<file path="src/rtl/alu_seq.sv">
// alu_seq: multi-cycle ALU with registered result and NZCV flags.
//
// One operation is accepted per start/ready handshake. Single-cycle ops
// complete with a one-cycle `done` pulse two cycles after acceptance. When
// the ALU_SEQ_MUL_EN macro is defined, op 8 is an iterative shift-add
// multiply that completes WIDTH+2 cycles after acceptance; otherwise op 8
// is reported as illegal like ops 9..15.
//
// Ports:
//   clk, rst            clock, synchronous active-high reset
//   start, op, set_flags, a, b
//                       request and operands, sampled when ready=1
//   ready               idle, can accept start
//   done                one-cycle completion pulse
//   illegal_op          pulses with done for unsupported ops
//   result              registered result (held across flag-only/illegal ops)
//   flag_n/z/c/v        registered flags
module alu_seq #(
    parameter int WIDTH = 32
) (
    input  logic             clk,
    input  logic             rst,
    input  logic             start,
    input  logic [3:0]       op,
    input  logic             set_flags,
    input  logic [WIDTH-1:0] a,
    input  logic [WIDTH-1:0] b,
    output logic             ready,
    output logic             done,
    output logic             illegal_op,
    output logic [WIDTH-1:0] result,
    output logic             flag_n,
    output logic             flag_z,
    output logic             flag_c,
    output logic             flag_v
);

    localparam logic [3:0] OP_ADD = 4'd0;
    localparam logic [3:0] OP_SUB = 4'd1;
    localparam logic [3:0] OP_RSB = 4'd2;
    localparam logic [3:0] OP_AND = 4'd3;
    localparam logic [3:0] OP_NOT = 4'd4;
    localparam logic [3:0] OP_TST = 4'd5;
    localparam logic [3:0] OP_CMP = 4'd6;
    localparam logic [3:0] OP_MOV = 4'd7;

`ifdef ALU_SEQ_MUL_EN
    localparam logic [3:0] OP_MUL = 4'd8;
    localparam int CW = $clog2(WIDTH + 1);
    typedef enum logic [1:0] {S_IDLE, S_EXEC, S_MUL} state_t;
    logic [WIDTH-1:0] acc;
    logic [CW-1:0]    cnt;
`else
    typedef enum logic [1:0] {S_IDLE, S_EXEC} state_t;
`endif

    state_t           state;
    logic [3:0]       op_q;
    logic             sf_q;
    logic [WIDTH-1:0] a_q, b_q;

    // Single-cycle datapath, evaluated on the captured operands.
    logic [WIDTH:0]   sum, d_ab, d_ba;
    logic [WIDTH-1:0] alu_res;
    logic             alu_c, alu_v, wr_res, wr_flg, legal;

    always_comb begin
        sum     = {1'b0, a_q} + {1'b0, b_q};
        d_ab    = {1'b0, a_q} - {1'b0, b_q};
        d_ba    = {1'b0, b_q} - {1'b0, a_q};
        alu_res = '0;
        alu_c   = flag_c;
        alu_v   = flag_v;
        wr_res  = 1'b1;
        wr_flg  = sf_q;
        legal   = 1'b1;
        case (op_q)
            OP_ADD: begin
                alu_res = sum[WIDTH-1:0];
                alu_c   = sum[WIDTH];
                alu_v   = (a_q[WIDTH-1] == b_q[WIDTH-1]) && (sum[WIDTH-1] != a_q[WIDTH-1]);
            end
            OP_SUB, OP_CMP: begin
                alu_res = d_ab[WIDTH-1:0];
                alu_c   = ~d_ab[WIDTH];   // bit WIDTH is the borrow
                alu_v   = (a_q[WIDTH-1] != b_q[WIDTH-1]) && (d_ab[WIDTH-1] != a_q[WIDTH-1]);
                if (op_q == OP_CMP) begin
                    wr_res = 1'b0;
                    wr_flg = 1'b1;
                end
            end
            OP_RSB: begin
                alu_res = d_ba[WIDTH-1:0];
                alu_c   = ~d_ba[WIDTH];
                alu_v   = (a_q[WIDTH-1] != b_q[WIDTH-1]) && (d_ba[WIDTH-1] != b_q[WIDTH-1]);
            end
            OP_AND, OP_TST: begin
                alu_res = a_q & b_q;
                if (op_q == OP_TST) begin
                    wr_res = 1'b0;
                    wr_flg = 1'b1;
                end
            end
            OP_NOT: alu_res = ~b_q;
            OP_MOV: alu_res = b_q;
            default: begin
                legal  = 1'b0;
                wr_res = 1'b0;
                wr_flg = 1'b0;
            end
        endcase
    end

    always_ff @(posedge clk) begin
        if (rst) begin
            state      <= S_IDLE;
            ready      <= 1'b1;
            done       <= 1'b0;
            illegal_op <= 1'b0;
            result     <= '0;
            flag_n     <= 1'b0;
            flag_z     <= 1'b0;
            flag_c     <= 1'b0;
            flag_v     <= 1'b0;
            op_q       <= '0;
            sf_q       <= 1'b0;
            a_q        <= '0;
            b_q        <= '0;
`ifdef ALU_SEQ_MUL_EN
            acc        <= '0;
            cnt        <= '0;
`endif
        end else begin
            done       <= 1'b0;
            illegal_op <= 1'b0;
            case (state)
                S_IDLE: begin
                    if (start) begin
                        op_q  <= op;
                        sf_q  <= set_flags;
                        a_q   <= a;
                        b_q   <= b;
                        ready <= 1'b0;
                        state <= S_EXEC;
`ifdef ALU_SEQ_MUL_EN
                        acc   <= '0;
                        cnt   <= '0;
                        if (op == OP_MUL) state <= S_MUL;
`endif
                    end
                end
                S_EXEC: begin
                    state      <= S_IDLE;
                    ready      <= 1'b1;
                    done       <= 1'b1;
                    illegal_op <= ~legal;
                    if (wr_res) result <= alu_res;
                    if (wr_flg) begin
                        flag_n <= alu_res[WIDTH-1];
                        flag_z <= (alu_res == '0);
                        flag_c <= alu_c;
                        flag_v <= alu_v;
                    end
                end
`ifdef ALU_SEQ_MUL_EN
                S_MUL: begin
                    // WIDTH shift-add steps, then one cycle to register the product.
                    if (cnt != CW'(WIDTH)) begin
                        if (b_q[0]) acc <= acc + a_q;
                        a_q <= a_q << 1;
                        b_q <= b_q >> 1;
                        cnt <= cnt + 1'b1;
                    end else begin
                        state  <= S_IDLE;
                        ready  <= 1'b1;
                        done   <= 1'b1;
                        result <= acc;
                        if (sf_q) begin
                            flag_n <= acc[WIDTH-1];
                            flag_z <= (acc == '0);
                        end
                    end
                end
`endif
                default: begin
                    state <= S_IDLE;
                    ready <= 1'b1;
                end
            endcase
        end
    end

endmodule
</file>
<file path="config.mk">
export PLATFORM = sky130hd
export DESIGN_NAME = alu_seq
export DESIGN_NICKNAME = d
export VERILOG_FILES = /design/src/rtl/alu_seq.sv
export SDC_FILE = /design/constraint.sdc
export NUM_CORES = 1
export LEC_CHECK = 0
export BUFFER_PORTS_ARGS = -buffer_cell sky130_fd_sc_hd__buf_2
export CORE_MARGIN = 3
export CORE_UTILIZATION = 40
export DETAILED_ROUTE_END_ITERATION = 8
export GPL_TIMING_DRIVEN = 0
export PLACE_DENSITY = 0.58
export SLEW_MARGIN = 20
export SYNTH_ARGS = -nofsm -noshare
export SYNTH_HDL_FRONTEND = slang
export SYNTH_SLANG_ARGS = --single-unit
</file>
<file path="constraint.sdc">
create_clock -name clk -period 6.3 [get_ports clk]
set_input_delay 0.63 -clock clk [delete_from_list [all_inputs] [get_ports clk]]
set_output_delay 0.63 -clock clk [all_outputs]
set_load 0.03 [all_outputs]
</file>
# Word-level counts from Yosys, hierarchy flattened

Cells that the tools add are included.

Equal/unequal tests: 12
Bitwise logic cells: 7
Multiplexer cells: 11
Reduce and logical (&&, ||, !) cells: 17
Add/subtract/negate cells: 3

Operators by type and width:

| kind                                                             | number |
|---|---|
| 32-bit case mux with 6 select lines                              | 1 |
| 32-bit by 32-bit subtractor with 33-bit output                   | 2 |
| 32-bit by 32-bit adder with 33-bit output                        | 1 |
| 32-bit bitwise AND                                               | 1 |
| 32-bit logical NOT                                               | 1 |
| 32-bit NOT                                                       | 1 |
| 4-bit by 3-bit == test with 1-bit output (second input constant) | 4 |
| 1-bit case mux with 3 select lines                               | 4 |
| 4-bit by 2-bit == test with 1-bit output (second input constant) | 2 |
| 2-bit OR reduction                                               | 4 |
| 8-bit OR reduction                                               | 1 |
| 1-bit 2-to-1 mux                                                 | 6 |
| 2-bit AND reduction                                              | 3 |
| 1-bit NOT                                                        | 5 |
| 4-bit by 1-bit == test with 1-bit output (second input constant) | 1 |
| 4-bit logical NOT                                                | 1 |
| 1-bit != test                                                    | 4 |
| 4-bit OR reduction                                               | 1 |
| 1-bit logical AND                                                | 3 |
| 3-bit AND reduction                                              | 1 |
| 3-bit nonzero test                                               | 1 |
| 2-bit logical NOT                                                | 1 |
| 1-bit == test                                                    | 1 |

Logic and storage cells: 63
Flip-flop bits (word level): 109

# Logic depth before layout (Yosys ltp)

Gate-level depths: netlist of the first run.

Depth after elaboration: 4
Gate-level depth with buffers: 15
Mapped depth without buffers: 15

# Least setup slack after synthesis of the first run

No wires, ideal clock.

Path kind: flip-flop to flip-flop
From: register a_q[1]
To: register flag_z
Period minus slack after synthesis: 3301 ps
Cell stages (with the launch flop): 14
Path slack: 2999 ps
Buffers on the path: 0
Data arrival time: 3241 ps
Cell sequence: dfxtp_1 > inv_1 > ha_1 > nand2b_1 > a2111oi_1 > or2_1 > a31oi_1 > o211ai_4 > a21oi_2 > a221o_1 > a221o_1 > a211oi_2 > nand4_1 > nand2_1

Cells in the longest elaborated chain, start to end: 3
Elaborated cells between the ends (all ways): 6

Ends and longest elaborated chain:

| element                                                                      | RTL line | source |
|---|---|---|
| from (decl)                                                                  | 60       | `logic [WIDTH-1:0] a_q, b_q;` |
| from (signal assigned)                                                       | 127      | `a_q <= '0;` |
| from (signal assigned)                                                       | 141      | `a_q <= a;` |
| 32-bit by 32-bit subtractor with 33-bit output, or another cell as far along | 70       | `d_ba = {1'b0, b_q} - {1'b0, a_q};` |
| 32-bit case mux with 6 select lines (*)                                      | 77       | `case (op_q)` |
| 32-bit logical NOT (*)                                                       | 160      | `flag_z <= (alu_res == '0);` |
| to (signal assigned)                                                         | 160      |  |
| to (decl)                                                                    | 33       | `output logic flag_z,` |

Every way passes the cells marked *; elsewhere a longest branch is shown, timed or not.
A chain may end at the register's enable or synchronous reset.

# Worst setup path after layout of the first run

From: register op_q[0]
To: register flag_z

Cells in the longest elaborated chain, start to end: 4
Elaborated cells between the ends (all ways): 17

Ends and longest elaborated chain:

| element                                                                                          | RTL line | source |
|---|---|---|
| from (decl)                                                                                      | 58       | `logic [3:0] op_q;` |
| from (signal assigned)                                                                           | 139      | `op_q <= op;` |
| 4-bit by 3-bit == test with 1-bit output, or another cell as far along                           | 77, 99   |  |
| 2-bit OR reduction, or another cell as far along                                                 | 77       |  |
| 32-bit case mux with 6 select lines / 1-bit case mux with 3 select lines (equally long branches) | 77       |  |
| 32-bit logical NOT / 2-bit AND reduction (equally long branches)                                 | -        |  |

Several ways; a longest one is shown, not always the timed one.

==> results of run 1 <==
-- synth_stat cells, drive strengths merged, types with 15 or more instances --
cell,count
o21bai,15
nand2,211
nand2b,15
clkbuf,100
inv,105
o211ai,28
buf,15
nand3,16
mux2i,25
nor2b,26
o21ai,65
a22o,24
a211oi,34
a21o,23
nor2,128
a31oi,16
o31ai,17
dfxtp,109
a22oi,35
ha,97
nand4,20
or2,16
a21oi,195
xnor2,25
nor3,24
-- area by class of cell --
cell class / count / area, µm²
buffer: 115 / 445
clock buffer: 9 / 225
clock inverter: 7 / 81.3
fill: 2972 / 14700
inverter: 105 / 394
multi-input combinational: 1259 / 8160
sequential: 109 / 2180
tap: 372 / 465
timing repair buffer: 109 / 546
-- power by group through the flow --
stage	clock (mW)	sequential (mW)	combinational (mW)
2_1_floorplan	0	0.811	0.757
3_3_place_gp	0	0.789	1.20
3_5_place_dp	0	0.791	1.20
4_1_cts	0.644	0.775	1.21
5_1_grt	0.673	0.783	1.33
6_report	0.642	0.775	1.25
-- worst min path at each step --
stage                     cells after the start  slack [ps]   from     end
after floorplan                               2         430   sf_q    sf_q
after global placement                        2         440   sf_q    sf_q
after detailed placement                      2         450   sf_q    sf_q
after CTS                                     2         460   sf_q    sf_q
after global routing                          3         490   b[2]  b_q[2]
final                                         2         460  ready   ready
-- worst max-delay path, stage by stage (launching register included) --
cell	delay [ps]
dfxtp_1	400
clkbuf_1	450
clkbuf_1	740
clkbuf_1	910
clkbuf_1	880
a22oi_1	340
o22ai_1	260
a21oi_1	180
nor2b_1	260
and4_1	210
nand4_1	110
nand2_1	60
-- metal layers --
metal / wire length [µm] / vias to the layer above / part of all wire / global-route usage
li1: - / 5996 / - / -
met1: 24700 / 6328 / 0.47 / 0.503
met2: 22100 / 650 / 0.42 / 0.500
met3: 4900 / 75 / 0.093 / 0.0665
met4: 1280 / 0 / 0.024 / 0.0851
met5: 0 / - / 0 / 0
-- cell families (layout without fill, tap and decap cells) --
kind of cell               after synthesis  count (layout)  synth area share
AOI/OAI and AO/OA                      585             585             0.353
adders and majority gates              100             100             0.114
muxes                                   26              26            0.0234
buffers and inverters                  220             345            0.0751
and+or+nand+nor                        521             521             0.218
DFF                                    109             109             0.196
xor gates and xnor gates                27              27            0.0212
-- registers in the layout, summed over array words and instances, names as in the netlist --
register	cells
illegal_op	1
flag_z	1
flag_n	1
a_q	32
b_q	32
flag_c	1
ready	1
op_q	4
flag_v	1
state	1
sf_q	1
done	1
result	32
==> impl_results.md, run 1 <==
- Status: completed
- Worst r2r path cells: 11
- Synth top area share: 0.196
- Dominant synthesized flop cell: dfxtp_1
- Post-synth top area cell: dfxtp_1
- Width of the die: 173 µm
- Tmin final: 4920 ps
- Initial antenna violation count: 0
- Most common library cell in the layout ignoring fill and taps: nand2_1
- Final WL: 53000 µm
- Clock transition at path regs: 90 ps
- Clock Skew: 21.5 ps
- H-tree depth: 3
- 1st-iter DRT viols: 1279
- FF-to-FF End: flag_z
- Vias post-DR: 13000
- Net switching power: 1.23 mW
- DR pass1 iterations: 5
- Global route overflow: 0
- Unrepaired setup endpoints after global routing: no
- Asr flop ratio synth: 0
- Comb power frac: 0.468
- Initial Utilization: 0.411
- Maximum Capacitance Violations: 0
- Total I/O pin count: 111
- Hold_ws: 464 ps
- CP Launch Type: register
- Reg2reg start: op_q[0]
- Period utilization: 0.780
- #FFs+latches synth: 109
- Ys Warns: 0
- Syn nets: 1760
- Power per cell area: 213 nW/µm²
- Post-synth EDFFs: 0
- Clock buffer count from CTS: 9
- DP HPWL: 42000 µm
- Worst vdd ir: 0.125 mV
- Final setup viols: 0
- Worst-Skew Late Latency: 380 ps
- Drt drc: 0
- Cells after synthesis: 1588
- Total power after layout: 2.67 mW
- Port bufs: 109
- Seq pwr share: 0.291
- Worst Setup SP: op_q[0]
- Max-slew violation count: 0
- Die Ht: 173 µm
- Slew @ Worst Pin: 1380 ps
- Syn avg cell area: 7.03 µm²
- Via density: 6.26
- Share of cells above drive strength 1: 0.0957
- Synth unique cells: 82
- Die area: 29900 µm²
- Post-Syn Area: 11200 µm²
- Routed len/inst: 25.4 µm
- Most frequent cells in the layout: nand2_1, a21oi_1, nor2_1
- Final core occ: 0.460
- Area contributors post-synth: dfxtp_1, ha_1, a21oi_1, nand2_1, nor2_1
- Clk Tree Root Cell: clkbuf_16
- Global placement routability congestion: 1.02
- Fmax: 203 MHz
- Synthesis-to-finish area growth: 12.0%
- Fin. Hold Viols: 0
- Setup Buffers After CTS: 0
- First-pass GRT wire length: 77600 µm
- Static leakage: 5.13 nW
- CP required: 6560 ps
- Int Power: 1.44 mW
- Setup Total Neg Slack: 0 ps
- Placed inst area: 12200 µm²
- Register area share after synthesis: 0.196
- Largest net degree at the start of global routing: 20
- CP Capture Point: flag_z
- Vias in the first global route: 12000
- CTS resizes: 0
- Hold_buf cts: 0
- GRT Util Overall: 0.339
- Routed Antenna Nets: 0
- Clock power frac: 0.241
- Setup CP Type: register to register
- Nets: 1880
- Slew HR: 0.0775
- Crit Path Max Fanout: 10
- Longest Clk Path Bufs: 2
- Reg2Reg Setup Slack: 1380 ps
- Clock Sinks: 109
- Placed Instances: 2069
- Core footprint: 27200 µm²
- Setup Slack @ Placement: 1720 ps
- Fin cells: 2085
- Fin area: 12500 µm²
- Rows: 60
- Crit end category: register
- CP arrival: 5180 ps
- Switch share: 0.460
- Antenna cells: 0
- Hold WC Path Type: register to register
- CTS tree: yes
- Final WS setup: 1380 ps
Note: power is estimated with default switching activity, not from simulation.
==> run 2, diff against run 1 <==
Settings changed: PLACE_DENSITY 0.58 to 0.6.
Clock period 6.3 ns to 4.24 ns, I/O delays scaled along.
==> run 2 against run 1 <==
  * The flow now finishes with violations (setup timing)
  * Final cell count is essentially flat
  * Via count shrank 0.40%
  * Sequential share of layout area shrank 0.16 points
==> impl_results.md, run 2 (same netlist as run 1, synthesis figures left out) <==
- Synthesis-to-finish area growth: 13.0%
- Hold WC Path Type: input port to register
- Initial antenna violation count: 1
- Initial Utilization: 0.411
- Max-slew violation count: 0
- DP HPWL: 42100 µm
- Drt drc: 0
- Die Ht: 173 µm
- Vias in the first global route: 12000
- DR pass1 iterations: 5
- Nets: 1879
- Final setup viols: 1
- Via density: 6.24
- H-tree depth: 3
- Top flop regs: a_q (32), b_q (32), result (32)
- Setup CP Type: register to register
- Global placement routability congestion: 0.990
- Hold_ws: 260 ps
- 1st-iter DRT viols: 1267
- CTS tree: yes
- Most common library cell in the layout ignoring fill and taps: nand2_1
- Maximum Capacitance Violations: 0
- Clk Tree Root Cell: clkbuf_16
- Unrepaired setup endpoints after global routing: yes
- CP required: 4520 ps
- First-pass GRT wire length: 78000 µm
- Share of cells above drive strength 1: 0.112
- Fin cells: 2084
- Fmax: 232 MHz
- Worst-Skew Late Latency: 380 ps
- Crit Path Max Fanout: 10
- Clock Skew: 9.08 ps
- Static leakage: 5.21 nW
- Clock buffer count from CTS: 9
- Final WS setup: -78.0 ps
- Routed Antenna Nets: 0
- Vias post-DR: 13000
- Final WL: 53200 µm
- Tmin final: 4320 ps
- Status: complete, but fails checks
- Slew @ Worst Pin: 1200 ps
- Fin. Hold Viols: 0
- Setup Total Neg Slack: -78.0 ps
- Antenna cells: 0
- CP Launch Type: register
- Total I/O pin count: 111
- Width of the die: 173 µm
- Routed len/inst: 25.5 µm
- GRT Util Overall: 0.343
- Port bufs: 109
- Die area: 29900 µm²
- Clock Sinks: 109
- Placed Instances: 2069
- Total power after layout: 3.96 mW
- CP arrival: 4600 ps
- Core footprint: 27200 µm²
- Failing checks: setup timing
- Power per cell area: 314 nW/µm²
- Most frequent cells in the layout: nand2_1, a21oi_1, nor2_1
- Longest Clk Path Bufs: 2
- Worst vdd ir: 0.187 mV
- Clock transition at path regs: 80 ps
- Period utilization: 1.02
- Final core occ: 0.464
- Largest net degree at the start of global routing: 19
- Rows: 60
- Crit end category: register
- Slew HR: 0.198
- Global route overflow: 0
-- run 2: report_power, final --
| part | total, mW | internal [mW] | switching (mW) | leakage [nW] |
|---|---|---|---|---|
| Combinational | 1.89 | 0.598 | 1.29 | 4.17 |
| Sequential | 1.15 | 1.09 | 0.0675 | 0.894 |
| Clock | 0.917 | 0.466 | 0.451 | 0.145 |
| Total | 3.96 | 2.15 | 1.81 | 5.21 |
-- run 2: final cells by class --
cell class                 count  area (µm²)
fill                        2935       14600
multi-input combinational   1259        8260
sequential                   109        2180
timing repair buffer         109         546
tap                          372         465
buffer                       114         460
inverter                     105         394
clock buffer                  10         229
clock inverter                 6        71.3
-- run 2: layer usage --
metal  wire length [µm]  share of wire  global-route usage  vias up
li1                   -              -                   -     6004
met1              25200           0.47               0.509     6349
met2              21900           0.41               0.498      567
met3               4610          0.087              0.0676       75
met4               1420          0.027              0.0943        2
met5                 99         0.0019              0.0224        -
-- run 2: metrics by stage --
stage	instance area, µm²	setup WS, ps
floorplan	11200	939
global placement	12200	-507
detailed placement	12200	-534
CTS	12500	6.94
global route	12600	-64.7
finish	12600	-78.0
-- run 2: worst max-delay path, stage by stage (launching register included) --
cell and delay, ps:
dfxtp_1 350, clkbuf_1 420, or3b_2 520, inv_1 440, buf_1 900, a22oi_1 350
o221ai_1 520, nor4_1 120, and4_1 240, and4_1 200, nand4_1 90, nand2_1 50
-- run 2: final timing paths --
check / startpoint / end / slack (ps) / cells after the start
max reg2reg: op_q[2] / flag_z / -80 / 11
min reg2reg: ready / ready / 460 / 2
min: start / ready / 260 / 2
max: op_q[2] / flag_z / -80 / 11
-- run 2: what timing repair did --
action	4_1_cts	5_1_grt
gates resized for setup	11	39
pin swaps	0	0
hold buffers	0	0
endpoints found under the setup margin	9	7
buffers inserted	0	0
==> run 3, diff against run 2 <==
Settings changed: CORE_UTILIZATION 40 to 45, PLACE_DENSITY 0.6 to 0.66.
==> run 3 against run 2 <==
  * Sequential share of layout area increased by 0.14 points
  * Worst hold slack improved by 21 ps
  * Final cell count decreased by 2.6%
  * The run still ends with setup timing left
  * Global-route usage increased by 3.0 points
  * Routed wire length decreased by 4.4%
  * Largest power group unchanged
  * Clock power decreased by 7.1%
  * Fmax about the same
==> impl_results.md, run 3 (same netlist as run 1, synthesis figures left out) <==
- Routed len/inst: 25.1 µm
- Unrepaired setup endpoints after global routing: yes
- Tmin final: 4320 ps
- Setup Slack @ Placement: -605 ps
- Fin. Hold Viols: 0
- CP Launch Type: register
- First-pass GRT wire length: 75200 µm
- Slew HR: 0.204
- Failing checks: setup timing
- Crit Path Max Fanout: 10
- Status: complete, but fails checks
- Clock buffer count from CTS: 9
- CTS tree: yes
- Final WS setup: -78.6 ps
- Fin area: 12500 µm²
- Top flop regs: a_q (32), b_q (32), result (32)
- Total power after layout: 3.88 mW
- Share of cells above drive strength 1: 0.108
- Critical Path Stages: 11
- Reg2reg start: op_q[2]
- Hold_ws: 282 ps
- Most frequent cells in the layout: nand2_1, a21oi_1, nor2_1
- Port bufs: 109
- H-tree depth: 3
- Final core occ: 0.523
- Antenna cells: 0
- Worst-Skew Late Latency: 370 ps
- Global route overflow: 0
- Max stage delay on crit path: 840 ps
- Reg2Reg Setup Slack: -80 ps
- Vias in the first global route: 12100
- Rows: 56
- 1st-iter DRT viols: 1757
- Global placement routability congestion: 1.05
- Setup Total Neg Slack: -78.6 ps
- Vias post-DR: 13000
- CP arrival: 4580 ps
- Fin cells: 2030
- Crit end category: register
- Layout fillers: 2480
- Power per cell area: 311 nW/µm²
- Worst r2r path cells: 11
- Initial Utilization: 0.467
- Nets: 1879
- Die area: 26700 µm²
- Placed Instances: 2016
- CP top delay family: buffers and inverters
- Hold WC Path Type: input port to register
- Setup CP Type: register to register
- Period utilization: 1.02
- CP Capture Point: flag_z
- Final WL: 50900 µm
- Fmax: 232 MHz
- DR pass1 iterations: 6
- Via density: 6.41
- Routed Antenna Nets: 0
- Total I/O pin count: 111
- Die Ht: 163 µm
- Multi-input combinational cell area: 8260 µm²
- Longest Clk Path Bufs: 2
- Maximum Capacitance Violations: 0
- FF-to-FF End: flag_z
- Crit-path most repeated cell: and4_1
- Drt drc: 0
- Initial antenna violation count: 1
- CP max-delay cell: buf_1
- Final setup viols: 1
- Clock Skew: 8.48 ps
- Clk Tree Root Cell: clkbuf_16
- Synthesis-to-finish area growth: 12.1%
- CP bufs+invs: 3
- Cell chain of the critical path: clkbuf_1, or3b_2, inv_1, buf_1, a22oi_1, o221ai_1, nor4_1, and4_1, and4_1, nand4_1, nand2_1
- DP HPWL: 40400 µm
- Clock Sinks: 109
- Worst Setup SP: op_q[2]
- Placed inst area: 12100 µm²
- Largest net degree at the start of global routing: 19
- CP required: 4500 ps
- Static leakage: 5.15 nW
- Slew @ Worst Pin: 1190 ps
- Most common library cell in the layout ignoring fill and taps: nand2_1
- Reg area: 2180 µm²
- Clock transition at path regs: 80 ps
- GRT Util Overall: 0.373
- Max-slew violation count: 0
- Width of the die: 163 µm
- Core footprint: 23900 µm²
- Worst vdd ir: 0.245 mV
==> run 3: changes by cell type in the layout (fill, tap and decap cells not counted), moves of 2 or more <==
cell,previous run,this run
o21ai_1,4,6
a21oi_2,4,1
clkbuf_1,84,90
clkbuf_2,16,9
a2111oi_1,2,0
a21oi_1,191,194
==> run 3: power breakdown <==
group	internal, mW	switching [mW]
sequential	1.09	0.0655
combinational	0.597	1.28
clock	0.402	0.450
==> run 3: what timing repair did <==
| item | CTS | global route |
|---|---|---|
| resized for setup | 14 | 24 |
| hold buffers | 0 | 0 |
| setup endpoints to repair | 4 | 4 |
| buffers inserted | 0 | 0 |
==> run 3: area by class of cell <==
class / instances / area share
multi-input combinational: 1259 / 0.661
tap: 319 / 0.0319
inverter: 105 / 0.0315
clock buffer: 9 / 0.0180
buffer: 114 / 0.0361
sequential: 109 / 0.175
clock inverter: 6 / 0.00370
timing repair buffer: 109 / 0.0436
==> run 3: worst min-delay path by stage <==
stage	start	end	cells after the start
6_report	start	ready	2
5_1_grt	b[3]	b_q[3]	3
4_1_cts	a[7]	a_q[7]	3
3_5_place_dp	sf_q	sf_q	2
3_3_place_gp	ready	ready	2
2_1_floorplan	sf_q	sf_q	2
==> run 3: layer usage <==
metal	routed length [µm]	track usage
met1	23100	0.548
met2	20300	0.533
met3	5980	0.0938
met4	1490	0.107
met5	0	0
